File: src/rtl/dvp_pkg.sv
// Shared types and helpers for the DVP receive path.
package dvp_pkg;

    typedef enum logic [1:0] {
        SYNC   = 2'd0,
        VBLK   = 2'd1,
        ACTIVE = 2'd2
    } dvp_state_e;

    localparam int unsigned CNT_W_DEF = 16;

    // Map a raw sync level onto "1 = asserted" regardless of polarity.
    function automatic logic lvl(input logic x, input logic pol);
        return pol ? x : ~x;
    endfunction

endpackage

File: src/rtl/dvp_sync_edge.sv
// Stage-1 input register for the DVP bus plus href/vsync edge detection.
// vsync is normalised so that 1 always means "asserted".
module dvp_sync_edge
    import dvp_pkg::*;
#(
    parameter int unsigned BITS  = 8,
    parameter bit          V_POL = 1'b1
) (
    input  logic            i_pclk,
    input  logic            i_rst_n,
    input  logic            i_href,
    input  logic            i_vsync,
    input  logic [BITS-1:0] i_data,
    output logic            o_href,
    output logic [BITS-1:0] o_data,
    output logic            o_href_rise,
    output logic            o_href_fall,
    output logic            o_vs_edge
);

    logic            r_href;
    logic            r_href_d;
    logic            r_vs;
    logic            r_vs_d;
    logic [BITS-1:0] r_data;

    // Stage-1 capture and one-cycle history for edge detection.
    always_ff @(posedge i_pclk) begin
        if (!i_rst_n) begin
            r_href   <= 1'b0;
            r_href_d <= 1'b0;
            r_vs     <= 1'b0;
            r_vs_d   <= 1'b0;
            r_data   <= '0;
        end else begin
            r_href   <= i_href;
            r_href_d <= r_href;
            r_vs     <= lvl(i_vsync, V_POL);
            r_vs_d   <= r_vs;
            r_data   <= i_data;
        end
    end

    assign o_href      = r_href;
    assign o_data      = r_data;
    assign o_href_rise = r_href & ~r_href_d;
    assign o_href_fall = ~r_href & r_href_d;
    assign o_vs_edge   = r_vs & ~r_vs_d;

endmodule

File: src/rtl/dvp_rx_frame_monitor.sv
// DVP capture: framing (sof/eol/eof), line/frame measurement and sticky geometry errors.
module dvp_rx_frame_monitor
    import dvp_pkg::*;
#(
    parameter int unsigned BITS   = 8,
    parameter int unsigned H_DISP = 1920,
    parameter int unsigned V_DISP = 1080,
    parameter bit          V_POL  = 1'b1,
    parameter int unsigned CNT_W  = CNT_W_DEF
) (
    input  logic             i_pclk,
    input  logic             i_rst_n,
    input  logic             i_href,
    input  logic             i_vsync,
    input  logic [BITS-1:0]  i_data,
    input  logic             i_err_clr,
    output logic             o_out_valid,
    output logic [BITS-1:0]  o_out_data,
    output logic             o_out_sof,
    output logic             o_out_eol,
    output logic             o_out_eof,
    output logic             o_frame_done,
    output logic [CNT_W-1:0] o_meas_width,
    output logic [CNT_W-1:0] o_meas_height,
    output logic             o_err_width,
    output logic             o_err_height
);

    localparam logic [CNT_W-1:0] HD    = CNT_W'(H_DISP);
    localparam logic [CNT_W-1:0] VD    = CNT_W'(V_DISP);
    localparam logic [CNT_W-1:0] HD_M1 = CNT_W'(H_DISP - 1);
    localparam logic [CNT_W-1:0] VD_M1 = CNT_W'(V_DISP - 1);

    function automatic logic [CNT_W-1:0] sat_inc(input logic [CNT_W-1:0] v);
        return (&v) ? v : v + CNT_W'(1);
    endfunction

    logic            w_href;
    logic            w_href_rise;
    logic            w_href_fall;
    logic            w_vs_edge;
    logic [BITS-1:0] w_data;

    dvp_sync_edge #(
        .BITS  (BITS),
        .V_POL (V_POL)
    ) u_sync_edge (
        .i_pclk      (i_pclk),
        .i_rst_n     (i_rst_n),
        .i_href      (i_href),
        .i_vsync     (i_vsync),
        .i_data      (i_data),
        .o_href      (w_href),
        .o_data      (w_data),
        .o_href_rise (w_href_rise),
        .o_href_fall (w_href_fall),
        .o_vs_edge   (w_vs_edge)
    );

    dvp_state_e       r_state;
    dvp_state_e       w_state_nxt;
    logic [CNT_W-1:0] r_pix_cnt;
    logic [CNT_W-1:0] r_line_cnt;
    logic [CNT_W-1:0] w_pix_nxt;
    logic [CNT_W-1:0] w_line_nxt;
    logic             w_take;
    logic [CNT_W-1:0] w_pix_idx;
    logic [CNT_W-1:0] w_line_idx;
    logic             w_line_close;
    logic             w_frame_close;
    logic [CNT_W-1:0] w_lines_total;
    logic             w_valid;
    logic             w_sof;
    logic             w_eol;
    logic             w_eof;

    logic             r_out_valid;
    logic [BITS-1:0]  r_out_data;
    logic             r_out_sof;
    logic             r_out_eol;
    logic             r_out_eof;
    logic             r_frame_done;
    logic [CNT_W-1:0] r_meas_width;
    logic [CNT_W-1:0] r_meas_height;
    logic             r_err_width;
    logic             r_err_height;

    // Next-state, counter updates and per-pixel framing decode.
    always_comb begin
        w_state_nxt   = r_state;
        w_pix_nxt     = r_pix_cnt;
        w_line_nxt    = r_line_cnt;
        w_take        = 1'b0;
        w_pix_idx     = r_pix_cnt;
        w_line_idx    = r_line_cnt;
        w_line_close  = 1'b0;
        w_frame_close = 1'b0;
        w_lines_total = r_line_cnt;
        w_valid       = 1'b0;
        w_sof         = 1'b0;
        w_eol         = 1'b0;
        w_eof         = 1'b0;

        unique case (r_state)
            SYNC: begin
                if (w_vs_edge) w_state_nxt = VBLK;
            end
            VBLK: begin
                // The href rise cycle already carries pixel 0 of line 0.
                if (w_href_rise) begin
                    w_state_nxt = ACTIVE;
                    w_take      = 1'b1;
                    w_pix_idx   = '0;
                    w_line_idx  = '0;
                    w_line_nxt  = '0;
                end
            end
            ACTIVE: begin
                if (w_vs_edge) begin
                    // An open line is truncated (this cycle's pixel dropped) and closed first.
                    w_line_close  = w_href | w_href_fall;
                    w_frame_close = 1'b1;
                    w_state_nxt   = VBLK;
                    w_pix_nxt     = '0;
                    w_line_nxt    = '0;
                end else begin
                    if (w_href_fall) begin
                        w_line_close = 1'b1;
                        w_pix_nxt    = '0;
                        w_line_nxt   = sat_inc(r_line_cnt);
                    end
                    if (w_href) begin
                        w_take = 1'b1;
                    end
                end
            end
            default: w_state_nxt = SYNC;
        endcase

        w_lines_total = w_line_close ? sat_inc(r_line_cnt) : r_line_cnt;

        if (w_take) begin
            w_valid   = (w_pix_idx < HD) && (w_line_idx < VD);
            w_sof     = w_valid && (w_pix_idx == '0) && (w_line_idx == '0);
            w_eol     = w_valid && (w_pix_idx == HD_M1);
            w_eof     = w_eol && (w_line_idx == VD_M1);
            w_pix_nxt = sat_inc(w_pix_idx);
        end
    end

    // State, counters, registered output stage and sticky error flags.
    always_ff @(posedge i_pclk) begin
        if (!i_rst_n) begin
            r_state       <= SYNC;
            r_pix_cnt     <= '0;
            r_line_cnt    <= '0;
            r_out_valid   <= 1'b0;
            r_out_data    <= '0;
            r_out_sof     <= 1'b0;
            r_out_eol     <= 1'b0;
            r_out_eof     <= 1'b0;
            r_frame_done  <= 1'b0;
            r_meas_width  <= '0;
            r_meas_height <= '0;
            r_err_width   <= 1'b0;
            r_err_height  <= 1'b0;
        end else begin
            r_state      <= w_state_nxt;
            r_pix_cnt    <= w_pix_nxt;
            r_line_cnt   <= w_line_nxt;
            r_out_valid  <= w_valid;
            r_out_sof    <= w_sof;
            r_out_eol    <= w_eol;
            r_out_eof    <= w_eof;
            r_frame_done <= w_frame_close;
            if (w_valid) r_out_data <= w_data;
            if (w_line_close) r_meas_width <= r_pix_cnt;
            if (w_frame_close) r_meas_height <= w_lines_total;
            // A new error beats a simultaneous clear.
            if (w_line_close && (r_pix_cnt != HD)) begin
                r_err_width <= 1'b1;
            end else if (i_err_clr) begin
                r_err_width <= 1'b0;
            end
            if (w_frame_close && (w_lines_total != VD)) begin
                r_err_height <= 1'b1;
            end else if (i_err_clr) begin
                r_err_height <= 1'b0;
            end
        end
    end

    assign o_out_valid   = r_out_valid;
    assign o_out_data    = r_out_data;
    assign o_out_sof     = r_out_sof;
    assign o_out_eol     = r_out_eol;
    assign o_out_eof     = r_out_eof;
    assign o_frame_done  = r_frame_done;
    assign o_meas_width  = r_meas_width;
    assign o_meas_height = r_meas_height;
    assign o_err_width   = r_err_width;
    assign o_err_height  = r_err_height;

endmodule

File: config.mk
export PLATFORM = sky130hd
export DESIGN_NAME = dvp_rx_frame_monitor
export DESIGN_NICKNAME = d
export VERILOG_FILES = /design/src/rtl/dvp_pkg.sv /design/src/rtl/dvp_sync_edge.sv /design/src/rtl/dvp_rx_frame_monitor.sv
export SDC_FILE = /design/constraint.sdc
export NUM_CORES = 1
export LEC_CHECK = 0
export ABC_CLOCK_PERIOD_IN_PS = 3450
export BUFFER_PORTS_ARGS = -buffer_cell sky130_fd_sc_hd__buf_2
export CELL_PAD_IN_SITES_DETAIL_PLACEMENT = 1
export CELL_PAD_IN_SITES_GLOBAL_PLACEMENT = 1
export CORE_MARGIN = 5
export CORE_UTILIZATION = 35
export CTS_CLUSTER_SIZE = 25
export DETAILED_ROUTE_END_ITERATION = 12
export PLACE_DENSITY_LB_ADDON = 0.1
export SETUP_SLACK_MARGIN = 0.4
export SLEW_MARGIN = 20
export SYNTH_ARGS = -nofsm -noshare
export SYNTH_HDL_FRONTEND = slang
export SYNTH_SLANG_ARGS = --single-unit
File: constraint.sdc
create_clock -name i_pclk -period 3.45 [get_ports i_pclk]
set_input_delay 0.345 -clock i_pclk [delete_from_list [all_inputs] [get_ports i_pclk]]
set_output_delay 0.345 -clock i_pclk [all_outputs]
set_load 0.01 [all_outputs]
Word-level counts from Yosys, hierarchy flattened. Index checks and enable logic that the tools add are counted.

Flip-flop bits (word level): 93. Output and inout port bits: 47. Word-level logic and storage cells: 90.

$add $sub $neg: 2. $lt $le $gt $ge: 2. Equal/unequal tests: 9. Mux-type cells: 30. Bitwise gates (word level): 7. Reductions and logical operators: 22.

Operator list (number): 16-bit two-way mux (13); 16-bit by 1-bit adder with 16-bit output (second input constant) (2); 16-bit by 11-bit equality test with 1-bit output (second input constant) (2); 16-bit logical NOT (2); 16-bit by 11-bit less-than comparator with 1-bit output (second input constant) (2); 16-bit by 11-bit inequality test with 1-bit output (second input constant) (2); 16-bit one-hot mux with 2 select lines (1); 16-bit AND reduction (2); 1-bit two-way mux (12); 2-bit AND reduction (4); 2-bit nonzero test (4); 1-bit logical AND (7); 2-bit two-way mux (2); 2-bit by 1-bit inequality test with 1-bit output (second input constant) (2); 2-bit one-hot mux with 2 select lines (1); 1-bit bitwise AND (3); 3-bit by 2-bit inequality test with 1-bit output (second input constant) (1); 1-bit inverter (3); 3-bit nonzero test (1); 2-bit by 1-bit equality test with 1-bit output (second input constant) (1); 2-bit equality test (second input constant) (1); 2-bit logical NOT (1); 1-bit one-hot mux with 2 select lines (1); 2-bit OR reduction (1); 1-bit OR (1).

Depth between registers and ports, before layout.
Depth in word-level cells: 9. Gate-level depth with buffers: 14.

Cells and area by module. A second synthesis with hierarchy kept.

Cells, all modules: 585. Area, all modules: 4644.5 um2.

Modules (own cells, without submodules): dvp_rx_frame_monitor (instances 1, cells each 557, area each 4289.1 um2, sequential area each 1621.6 um2); dvp_sync_edge (instances 1, cells each 28, area each 355.3 um2, sequential area each 240.2 um2).

Worst setup path before layout. No wires, ideal clock.

Kind: flip-flop to flip-flop. Start point: reg r_state[1]. End point: reg r_pix_cnt[2]. Arrival: 2.539 ns. Required time: 3.364 ns. Slack: 0.826 ns. Cell stages (with the launch flop): 15. Path buffers: 2. Path through: dfxtp_1 > inv_1 > ha_1 > nand3b_1 > clkbuf_1 > nand2_1 > inv_1 > ha_1 > nand2_1 > nor3_1 > nand4_1 > buf_2 > nand2_1 > o211ai_1 > a211oi_1.

Word-level cells in the longest chain between the ends: 5. Elaborated cells on any way between the ends: 11. Classes of those cells: add/sub (1); eq/ne (2); mux (4); reduce/logical (4).

RTL lines: from (decl) (line dvp_rx_frame_monitor.sv:60) `dvp_state_e r_state;`; from (signal assigned) (line dvp_rx_frame_monitor.sv:168) `r_state <= w_state_nxt;`; 2-bit by 1-bit equality test with 1-bit output (line dvp_rx_frame_monitor.sv:104) `unique case (r_state)`; 16-bit two-way mux (line dvp_rx_frame_monitor.sv:104); 16-bit by 1-bit adder with 16-bit output / 16-bit AND reduction (equally long branches) (line dvp_rx_frame_monitor.sv:35) `return (&v) ? v : v + CNT_W'(1);`; 16-bit two-way mux (line dvp_rx_frame_monitor.sv:35); 16-bit two-way mux (line dvp_rx_frame_monitor.sv:142) `if (w_take) begin`; to (signal assigned) (line dvp_rx_frame_monitor.sv:169) `r_pix_cnt <= w_pix_nxt;`; to (decl) (line dvp_rx_frame_monitor.sv:62) `logic [CNT_W-1:0] r_pix_cnt;`.

Parallel ways exist; a longest one is shown, timed or not. A chain may end at the register's enable or synchronous reset.

Worst setup path in the final report.
Start point: reg r_state[1]. End point: reg r_pix_cnt[13].

Same word-level chain as after synthesis.

==> results.rst <==
.. list-table::
   :header-rows: 1

   * - Metric
     - Value
   * - Area of the mapped netlist
     - between 4000 and 5000 um2
   * - Final RePlAce weighted congestion
     - 0.878
   * - Worst hold path endpoint
     - u_sync_edge.o_data[4]
   * - Synthesis warning total
     - 0
   * - Series of cell instances along the critical path
     - inv_1 -> ha_1 -> nand3b_1 -> nand2_1 -> inv_1 -> ha_1 -> nand2_1 -> nor3_1 -> nand4_1 -> buf_4 -> nand2_1 -> nor2_1 -> a32o_1
   * - Area added between synthesis and finish
     - 15.6%
   * - Seq cells post-synth
     - between 90 and 100
   * - Number of nets in the layout
     - 645
   * - Worst Path Class, Setup
     - flop to flop
   * - Count of H-tree levels built during CTS
     - 3
   * - Finished Core Util
     - between 40% and 50%
   * - Number of flops mapped to enable cells by yosys
     - 0
   * - Maximum capacitance violations
     - 0
   * - Cell area after layout
     - around 5300 um2
   * - TritonCTS clock tree
     - built
   * - First-pass GRT wire length
     - 23300 um
   * - Buffer levels on the longest clock path
     - 2
   * - Leading cell types in the layout, fill and taps excluded
     - 93 x sky130_fd_sc_hd__dfxtp_1, 78 x sky130_fd_sc_hd__nand2_1, 59 x sky130_fd_sc_hd__buf_2
   * - Most common cell after layout, fill and taps aside
     - sky130_fd_sc_hd__dfxtp_1
   * - Chip height
     - approximately 120 um
   * - Hold/Removal Path Class
     - input port to flop
   * - Sum of buffers and inverters on the critical path
     - 3
   * - Total of buffers placed on input and output ports
     - between 50 and 60
   * - HP Start
     - i_data[4]
   * - WHS Path Cells
     - 2
   * - Clock slew at the register clock pins of the worst setup and hold paths
     - 0.07 ns
   * - Post-Synthesis Mean Instance Area
     - 7.96 um2
   * - # diodes
     - 0
   * - Setup violations, final
     - 0
   * - Asr flop ratio synth
     - 0%
   * - Number of placed I/O pins
     - 60
   * - Via count
     - 4415
   * - Initial drt markers
     - 264
   * - Share of post-route cells with drive strength above 1
     - around 16%
   * - Max stage delay cell, worst path
     - sky130_fd_sc_hd__dfxtp_1
   * - Die Area
     - around 16000 um2
   * - Post-CTS setup buffers
     - 0
   * - Final WS setup
     - between 0.7 and 0.8 ns
   * - Initial core utilization
     - 35.3%
   * - Cells after synthesis
     - 581
   * - CTS-repair resized insts
     - 0
   * - Cell depth of the worst setup path
     - 13
   * - Final count of hold timing violations
     - 0
   * - Cell at the root of the clock tree
     - sky130_fd_sc_hd__clkbuf_16
   * - Total power draw
     - 2.17 mW
   * - Main flop type after synthesis
     - sky130_fd_sc_hd__dfxtp_1
   * - Min cycle time layout
     - 2.65 ns
   * - Number of buffers inserted for hold repair after clock tree synthesis
     - 0
   * - Cell seen most often among critical-path stages
     - sky130_fd_sc_hd__nand2_1
   * - Setup TNS
     - 0 ns
   * - Final ANT Viol Nets
     - 0
   * - Final clock period utilization by the worst path
     - between 70% and 80%
   * - Peak supply drop
     - 0.301 mV
   * - Initial antenna violation count
     - 0
   * - Pre-CTS setup slack
     - 0.817 ns
   * - Worst Tran Pin Value
     - just over 0.6 ns
   * - Vias per inst
     - approximately 5.5
   * - Setup slack, reg-to-reg
     - 0.80 ns
   * - Worst R2R End
     - r_pix_cnt[13]
   * - Non-filler cells, final
     - 806
   * - Number of placement rows
     - 42
   * - Setup repair after global routing missed its margin
     - no
   * - Placeable core region
     - 13100 um2
   * - Worst Clk Skew
     - about 0.0046 ns
   * - Start of the worst register-to-register path
     - r_state[1]
   * - Die width
     - between 100 and 150 um
   * - Smallest hold slack
     - a little under 0.2 ns
   * - Highest Clock Rate
     - 0.377 GHz
   * - Depth of the worst register-to-register path
     - 13
   * - Total power divided by cell area
     - between 400 and 500 nW/um2
   * - Required time of the worst setup path
     - 3.69 ns
   * - Share of synthesized area occupied by flip-flops and latches
     - 40.3%
   * - Slowest stage delay, CP
     - 0.35 ns
   * - Global-route usage over all layers
     - 18.2%
   * - Arrival time worst endpoint
     - 2.89 ns
   * - Startpoint type of the worst setup path
     - flop
   * - WL/cell
     - between 15 and 20 um
   * - Final slew viol count
     - 0
   * - Clock sinks
     - a little over 90
   * - Filler Cells Inserted
     - 1622
   * - Crit end category
     - flop
   * - Detailed-placement wirelength estimate
     - 10000 um
   * - Number of iterations in the first detailed-routing pass
     - 4
   * - Cell count after placement
     - 790
   * - Via count of the first global-routing pass
     - 4430
   * - Family with the most delay on the worst path
     - simple AND/OR/NAND/NOR gates
   * - Run status
     - finished, final reports clean
   * - Leak pwr
     - about 2.0 nW
   * - Pin count of the biggest net entering global routing
     - 36
   * - Netlist cell types
     - 65
   * - Number of nets in the synthesized netlist
     - 601
   * - Max Fanout on Critical Path
     - 10
   * - GRT overflow
     - 0
   * - Source-to-sink clock delay at the later pin of the worst-skew pair
     - 0.35 ns
   * - Max-slew headroom
     - approximately three fifths
   * - Final wirelength
     - between 10000 and 15000 um
   * - Number of buffers created by CTS
     - 9
   * - Placed Instance Area
     - 5050 um2
   * - DR DRC count
     - 0
## metal layers
layer,global-route usage [%],vias to the layer above,wire [um]
met3,5.23,9,662
met5,0,-,0
met1,25.8,2127,6870
met2,27.6,101,6210
li1,-,2178,-
met4,4.21,0,154
## power by group
part / internal [mW] / total [mW] / switching, mW / leakage [nW]
Clock: 0.564 / 1.00 / 0.437 / 0.150
Combinational: 0.0272 / 0.0817 / 0.0545 / 1.06
Sequential: 1.08 / 1.09 / 0.00614 / 0.752
Total: 1.68 / 2.17 / 0.497 / 1.96
## cell type report
type	count	area [um2]	area share [%]
inverter	15	56.3	1.05
timing repair buffer	69	370	6.93
tap	176	220	4.12
sequential	93	1860	34.8
multi-input combinational	437	2540	47.5
clock inverter	7	71.3	1.33
clock buffer	9	225	4.21
## cell usage after synthesis, drive strengths merged, types with 8 or more instances
library cell  number  area share (%)
nand3             21             2.3
and3              10             1.4
xnor2              8             1.5
clkbuf            26             2.2
a211oi             8             1.3
nor2              60             5.0
inv               15             1.2
a31oi              9             1.2
a21oi             56             6.4
nand2             78             6.3
o21ai             40             4.4
nor3              17             1.8
a311oi            12             2.3
mux2i              9             1.9
nand4             12             2.1
nor4              10             1.8
buf               10             1.5
dfxtp             93              40
and2              16             2.2
## cell families (layout without fill, tap and decap cells)
family	Yosys count	in the layout	share of synthesized area, %
flops	93	93	40.3
mux	9	9	1.95
simple gates	254	254	27.8
fa+ha+maj	7	7	1.89
buf+inv	51	100	4.85
compound gates	156	156	21.2
xor+xnor	11	11	2.08
## flip-flops by register name, indices dropped and copies added, names as in the netlist
signal	flops
o_meas_height	16
o_meas_width	16
r_line_cnt	16
r_pix_cnt	16
o_out_data	8
u_sync_edge.o_data	8
r_state	2
o_err_height	1
o_err_width	1
o_frame_done	1
o_out_eof	1
o_out_eol	1
o_out_sof	1
o_out_valid	1
u_sync_edge.o_href	1
u_sync_edge.r_href_d	1
u_sync_edge.r_vs	1
u_sync_edge.r_vs_d	1
## worst max path at each step
stage                     startpoint       endpoint  slack (ns)
after floorplan           r_state[1]   r_pix_cnt[2]        0.83
after detailed placement  r_state[1]  r_pix_cnt[13]        0.82
after CTS                 r_state[1]  r_pix_cnt[13]        0.80
final                     r_state[1]  r_pix_cnt[13]        0.80
after global placement    r_state[1]  r_pix_cnt[13]        0.94
after global routing      r_state[1]  r_pix_cnt[13]        0.58
(Power assumes the default switching activity.)
